**config.mk**
```make
export PLATFORM = sky130hd
export DESIGN_NAME = instr_encoder
export DESIGN_NICKNAME = d
export VERILOG_FILES = /design/src/rtl/instr_encoder.sv
export SDC_FILE = /design/constraint.sdc
export NUM_CORES = 1
export LEC_CHECK = 0
export BUFFER_PORTS_ARGS = -buffer_cell sky130_fd_sc_hd__clkbuf_2
export CAP_MARGIN = 20
export CORE_UTILIZATION = 30
export CTS_BUF_LIST = sky130_fd_sc_hd__clkbuf_4 sky130_fd_sc_hd__clkbuf_8 sky130_fd_sc_hd__clkbuf_16
export DETAILED_ROUTE_END_ITERATION = 8
export SKIP_CTS_REPAIR_TIMING = 1
export SLEW_MARGIN = 20
export SYNTH_ARGS = -nofsm -noshare
export SYNTH_HDL_FRONTEND = slang
export SYNTH_SLANG_ARGS = --single-unit
export TNS_END_PERCENT = 1
```
**constraint.sdc**
```tcl
create_clock -name clk -period 3.2 [get_ports clk]
set_clock_uncertainty 0.05 [all_clocks]
set_input_delay 0.64 -clock clk [delete_from_list [all_inputs] [get_ports clk]]
set_output_delay 0.64 -clock clk [all_outputs]
set_load 0.01 [all_outputs]
```
**src/rtl/instr_encoder.sv**
```systemverilog
// RV32I field packer: encodes decoded fields plus a signed immediate into a
// 32-bit word tagged with a sequential address, one registered stage.
//
// Ports:
//   clk, rst (sync, active-high)
//   in_valid/in_ready + opcode, rd, rs1, rs2, funct3, funct7, imm : bundle in
//   addr_load, addr_in : reload the address counter
//   out_valid/out_ready + out_instr, out_addr : encoded word out
//   err, err_code : one-cycle pulse and cause for a rejected bundle
//   instr_count : number of legal words accepted
module instr_encoder #(
  parameter int              ADDR_W    = 32,
  parameter logic [ADDR_W-1:0] BASE_ADDR = '0
) (
  input  logic              clk,
  input  logic              rst,
  input  logic              in_valid,
  output logic              in_ready,
  input  logic [6:0]        opcode,
  input  logic [4:0]        rd,
  input  logic [4:0]        rs1,
  input  logic [4:0]        rs2,
  input  logic [2:0]        funct3,
  input  logic [6:0]        funct7,
  input  logic [31:0]       imm,
  input  logic              addr_load,
  input  logic [ADDR_W-1:0] addr_in,
  output logic              out_valid,
  input  logic              out_ready,
  output logic [31:0]       out_instr,
  output logic [ADDR_W-1:0] out_addr,
  output logic              err,
  output logic [1:0]        err_code,
  output logic [15:0]       instr_count
);

  localparam logic [1:0] E_NONE  = 2'b00;
  localparam logic [1:0] E_OP    = 2'b01;
  localparam logic [1:0] E_RANGE = 2'b10;
  localparam logic [1:0] E_ALIGN = 2'b11;

  logic              out_valid_q, out_valid_d;
  logic [31:0]       out_instr_q, out_instr_d;
  logic [ADDR_W-1:0] out_addr_q, out_addr_d;
  logic              err_q, err_d;
  logic [1:0]        err_code_q, err_code_d;
  logic [ADDR_W-1:0] addr_q, addr_d;
  logic [15:0]       cnt_q, cnt_d;

  logic is_i, is_s, is_b, is_u, is_j, is_r;
  logic fits12, fits13, fits21;
  logic [31:0] word;
  logic [1:0]  code;
  logic accept;

  assign is_i = (opcode == 7'b0000011) || (opcode == 7'b0010011)
             || (opcode == 7'b1100111);
  assign is_s = (opcode == 7'b0100011);
  assign is_b = (opcode == 7'b1100011);
  assign is_u = (opcode == 7'b0110111) || (opcode == 7'b0010111);
  assign is_j = (opcode == 7'b1101111);
  assign is_r = (opcode == 7'b0110011);

  // A value fits an N-bit signed field when every bit above the sign
  // position matches the sign bit.
  assign fits12 = (&imm[31:11]) || !(|imm[31:11]);
  assign fits13 = (&imm[31:12]) || !(|imm[31:12]);
  assign fits21 = (&imm[31:20]) || !(|imm[31:20]);

  always_comb begin
    word = '0;
    code = E_NONE;
    unique case (1'b1)
      is_i: begin
        word = {imm[11:0], rs1, funct3, rd, opcode};
        if (!fits12) code = E_RANGE;
      end
      is_s: begin
        word = {imm[11:5], rs2, rs1, funct3, imm[4:0], opcode};
        if (!fits12) code = E_RANGE;
      end
      is_b: begin
        word = {imm[12], imm[10:5], rs2, rs1, funct3,
                imm[4:1], imm[11], opcode};
        if (!fits13)     code = E_RANGE;
        else if (imm[0]) code = E_ALIGN;
      end
      is_u: begin
        word = {imm[31:12], rd, opcode};
        if (|imm[11:0]) code = E_ALIGN;
      end
      is_j: begin
        word = {imm[20], imm[10:1], imm[11], imm[19:12], rd, opcode};
        if (!fits21)     code = E_RANGE;
        else if (imm[0]) code = E_ALIGN;
      end
      is_r: begin
        word = {funct7, rs2, rs1, funct3, rd, opcode};
      end
      default: code = E_OP;
    endcase
  end

  assign in_ready = !addr_load && (!out_valid_q || out_ready);
  assign accept   = in_valid && in_ready;

  always_comb begin
    out_valid_d = out_valid_q;
    out_instr_d = out_instr_q;
    out_addr_d  = out_addr_q;
    err_d       = 1'b0;
    err_code_d  = err_code_q;
    addr_d      = addr_q;
    cnt_d       = cnt_q;
    if (out_valid_q && out_ready) out_valid_d = 1'b0;
    if (addr_load) begin
      addr_d = addr_in;
    end else if (accept) begin
      err_code_d = code;
      if (code == E_NONE) begin
        out_valid_d = 1'b1;
        out_instr_d = word;
        out_addr_d  = addr_q;
        addr_d      = addr_q + ADDR_W'(4);
        cnt_d       = cnt_q + 16'd1;
      end else begin
        err_d = 1'b1;
      end
    end
  end

  always_ff @(posedge clk) begin
    if (rst) begin
      out_valid_q <= 1'b0;
      out_instr_q <= '0;
      out_addr_q  <= '0;
      err_q       <= 1'b0;
      err_code_q  <= E_NONE;
      addr_q      <= BASE_ADDR;
      cnt_q       <= '0;
    end else begin
      out_valid_q <= out_valid_d;
      out_instr_q <= out_instr_d;
      out_addr_q  <= out_addr_d;
      err_q       <= err_d;
      err_code_q  <= err_code_d;
      addr_q      <= addr_d;
      cnt_q       <= cnt_d;
    end
  end

  assign out_valid   = out_valid_q;
  assign out_instr   = out_instr_q;
  assign out_addr    = out_addr_q;
  assign err         = err_q;
  assign err_code    = err_code_q;
  assign instr_count = cnt_q;

endmodule
```
; ---- Word-level counts from Yosys, hierarchy flattened
; Cells that the tools add are included.
[classes]
n_addsub = 2
mul = 0
div = 0
magnitude_cmp = 0
n_eq_ne = 9
shift = 0
muxes = 15
bitwise = 2
n_reduce_logical = 30
[ops]
columns = cell, count
row1 = $pmux 32 s6, 1
row2 = $mux 32, 3
row3 = $add 32x3->32 const B, 1
row4 = $reduce_or 12->1, 2
row5 = $eq 7x6->1 const B, 3
row6 = $eq 7x7->1 const B, 3
row7 = $reduce_and 21->1, 1
row8 = $reduce_or 21->1, 1
row9 = $reduce_and 20->1, 1
row10 = $reduce_or 20->1, 1
row11 = $add 16x1->16 const B, 1
row12 = $eq 7x5->1 const B, 2
row13 = $reduce_and 12->1, 1
row14 = $mux 2, 5
row15 = $pmux 2 s5, 1
row16 = $eq 7x2->1 const B, 1
row17 = $logic_or 1x1->1, 7
row18 = $logic_not 1->1, 5
row19 = $mux 1, 5
row20 = $reduce_and 2->1, 2
row21 = $reduce_bool 2->1, 2
row22 = $logic_and 1x1->1, 3
row23 = $reduce_and 3->1, 1
row24 = $reduce_or 3->1, 1
row25 = 3 further kinds, 4
[totals]
ff_bits = 116
latch_bits = 0
ramBits = 0
rom_bits = 0
inputBits = 101
mem_count = 0

; ---- Longest topological paths before layout
[depth]
ltp_word = 9
mapped_depth = 11
mapped_depth_nobuf = 8

; ---- Least setup slack after synthesis
; Ideal clock, no wire load.
[synth_timing]
kind = in2reg
startpoint = in opcode[1]
endpoint = reg out_instr_q[25], in the netlist out_instr[25]
setup_ps = 86
t_arrival_ps = 2451
slack_ps = 614
cell_stages = 9
path_cell_list = nand2_1 > or2_2 > a21oi_1 > or3b_1 > and4_1 > buf_2 > buf_2 > buf_2 > a211oi_1
[synth_via]
elab_chain_len = 7
word_cells_on_any_way = 17
[synth_lines]
columns = item, line_no
row1 = start: declaration, 19  ; input logic [6:0] opcode,
row2 = $eq 7x2->1 or $eq 7x5->1 (tied branches), 56  ; assign is_i = (opcode == 7'b0000011) || (opcode == 7'b0010011)
row3 = $logic_or 1x1->1, 56
row4 = $logic_or 1x1->1, 57  ; || (opcode == 7'b1100111);
row5 = $reduce_or 2->1 (no source line), --
row6 = $pmux 2 s5, 73  ; unique case (1'b1)
row7 = $logic_not 2->1, 120  ; if (code == E_NONE) begin
row8 = $reduce_and 3->1 (no source line), --
row9 = end signal: assignment, 143  ; out_instr_q <= out_instr_d;
row10 = end: declaration, 43  ; logic [31:0] out_instr_q, out_instr_d;
; Several ways; a longest one is shown, not always the timed one.
; A chain may end at the register's enable or synchronous reset.

; ---- Worst setup path after layout
[layout_timing]
startpoint = reg addr_q[2]
endpoint = reg addr_q[26]
[layout_via]
elab_chain_len = 4
[layout_lines]
columns = item, line_no
row1 = start: declaration, 47  ; logic [ADDR_W-1:0] addr_q, addr_d;
row2 = start signal: assignment, 147  ; addr_q <= addr_d;
row3 = $add 32x3->32, 124  ; addr_d = addr_q + ADDR_W'(4);
row4 = $mux 32, 120
row5 = $mux 32, 118  ; end else if (accept) begin
row6 = $mux 32, 116  ; if (addr_load) begin
; Every way passes these cells. The select of a mux whose other input is x is not followed.

==> results.ini <==
[worst_setup_path]
worstPathRequired_ns=3.50
arrival_ns=3.06
crit_start=addr_q[2]$_SDFFE_PP0P_
timing.rr.start=addr_q[2]$_SDFFE_PP0P_
critPathLaunchType=register
end_kind=register
worstPathMaxFanout=5
worst-setup-path-type=register to register

[clock_tree]
cts.clk_slew.worst_paths_ns=0.05
clockBufferDepth=2
cts_buffers=17
cts_num_sinks=116
insertion_delay_ns=0.42
root_buffer=clkbuf_16
cts_tree=done
cts.htree.levels=4

[timing]
worstMarginPinSlew_ns=0.744
min_period_ns=2.76
finalHoldViolCount=0
setup_viol=0
slew_viol_final=0
fin_crit_sh=0.863
fmax_mhz=362
finalSetupTns_ns=0
slew_headroom=0.504
rsz0062_at_grt=no

[pwr]
seq_power_share=0.397
powerDensity_mw_per_mm2=515
p_clk_frac=0.535
power_leakage_uw=0.00287
power_uw=3810
intPower_uw=2940
combPwrFrac=0.068
irDropWorstVdd_uv=381
sw_frac_of_total=0.229
p_switching_uw=874

[floorplan]
start_util=0.307
die_y_um=138
num_io_pins=186
coreArea_mm2=0.0180
rows=49
die_w_um=138
dieArea_mm2=0.0190

[synthesis]
yosys_warnings=0
ys_types=54
synth_edf_count=0
syn_area_per_cell_um2=8.01
synthFlopType=dfxtp_1
synthesis.area_mm2=0.00554
netlist_instances=692
syn_nets=795
async_flop_share=0
synth_seq_cells=116
yosysSeqAreaShare=0.419

[outcome]
status=finished, final reports clean

[placement]
dp_cells=1077
portBuffers=185
place.gp.congestion=0.785
dpl.hpwl_mm=12.5
dpl-instance-area_mm2=0.00678

[final_layout]
diodes=0
drive_gt1_frac=0.289
fin_nets=970
fin_cells=1108
final_cell_area_mm2=0.00740
area_delta_synth_final_pct=33.6

[detailed_routing]
first_pass_iters=6
drt_iter0_drc=394
post_drt_wl_per_cell_um=16.3
via_per_inst=5.28
ant_nets=0
wl_mm=18.0
route.vias.total=5851
drc=0

[global_route]
antenna_found_initial=0
grt_overflow=0
grt_pass1_vias=5288
grt_usage=0.187
grt_pass1_wl_mm=27.5
grt_max_degree=65

[min_path]
hold_class=register to register
hp-start=out_instr[2]$_SDFFE_PP0P_

[job]
max_cap_viol_count=0

## sequential cells by signal, indices dropped and copies added (netlist names)
register     count
err              1
out_instr       32
out_addr        32
addr_q          32
out_valid        1
err_code         2
instr_count     16
## cell usage in the layout, fill, tap and decap left out, drive strengths merged, types with 3 or more instances in the layout
cell type  instances
a211oi            13
a21oi             57
a221oi            12
a222oi            13
a311oi             4
a31oi             27
and2               7
and3              14
and4               3
buf               23
bufinv             4
clkbuf           205
clkinv             4
dfxtp            116
inv               13
mux2               4
nand2            125
nand3             24
nand4             13
nor2              47
nor2b              4
nor3              22
nor4              10
o211ai            18
o21ai              4
o311ai             7
o31ai             10
or2                8
or3               21
or4               17
## path summary, 6_finish.rpt
path / slack [ns] / cells after the start / to
max: 0.44 / 8 / addr_q[26]$_SDFFE_PP0P_
max reg2reg: 0.44 / 8 / addr_q[26]$_SDFFE_PP0P_
min reg2reg: 0.40 / 2 / out_instr[2]$_SDFFE_PP0P_
min: 0.40 / 2 / out_instr[2]$_SDFFE_PP0P_
## synth_stat cells, types with 16 or more instances
library cell	n	area, µm²
nor2_1	47	176
nand2_1	125	469
clkbuf_1	29	109
a31oi_1	27	169
dfxtp_1	116	2320
or3_1	20	125
or4_1	17	128
o211ai_1	18	135
a21oi_1	57	285
buf_2	16	80.1
nand3_1	24	120
nor3_1	22	110
## logic make-up (layout without fill, tap and decap cells)
family                     Yosys count  count (layout)  share of synthesized area
and+or+nand+nor                    324             324                      0.288
AOI/OAI and AO/OA                  178             178                      0.224
DFF                                116             116                      0.419
buffers and inverters               64             251                     0.0499
muxes                                6               6                     0.0117
adders and majority gates            2               2                    0.00452
xor gates and xnor gates             2               2                    0.00316
## metrics by stage
stage	hold WS, ns	util	setup WS (ns)
2_1_floorplan	0.386	-	0.614
3_3_place_gp	0.391	0.376	0.162
3_5_place_dp	0.394	0.376	0.132
4_1_cts	0.403	0.411	0.436
5_1_grt	0.422	0.411	0.250
6_report	0.402	0.411	0.439
## power by group through the flow
stage | Sequential [µW] | Combinational [µW] | Clock (µW)
3_3_place_gp | 1540 | 256 | 0
3_5_place_dp | 1540 | 257 | 0
4_1_cts | 1510 | 258 | 2070
2_1_floorplan | 1540 | 121 | 0
5_1_grt | 1520 | 283 | 2140
6_report | 1510 | 258 | 2040
## area by class of cell
class / count / area (µm²)
fill: 1912 / 10600
multi-input combinational: 512 / 2950
sequential: 116 / 2320
timing repair buffer: 207 / 1170
clock buffer: 21 / 468
tap: 229 / 287
clock inverter: 10 / 155
inverter: 13 / 48.8
## worst max-delay path: stages, from the launching register on
cell and delay [ns]:
dfxtp_1 0.41, ha_1 0.20, nand3_1 0.16, nor2_1 0.32, nand4_1 0.27, nor3_1 0.44
inv_1 0.17, or4_1 0.50, a31oi_1 0.16
## layer usage
| layer | vias up | GRT usage | share of wire |
|---|---|---|---|
| met2 | 168 | 0.277 | 0.45 |
| li1 | 2942 | - | - |
| met4 | 0 | 0.0707 | 0.017 |
| met3 | 24 | 0.0464 | 0.060 |
| met5 | - | 0 | 0 |
| met1 | 2717 | 0.260 | 0.47 |
Note: power is estimated with default switching activity, not from simulation.
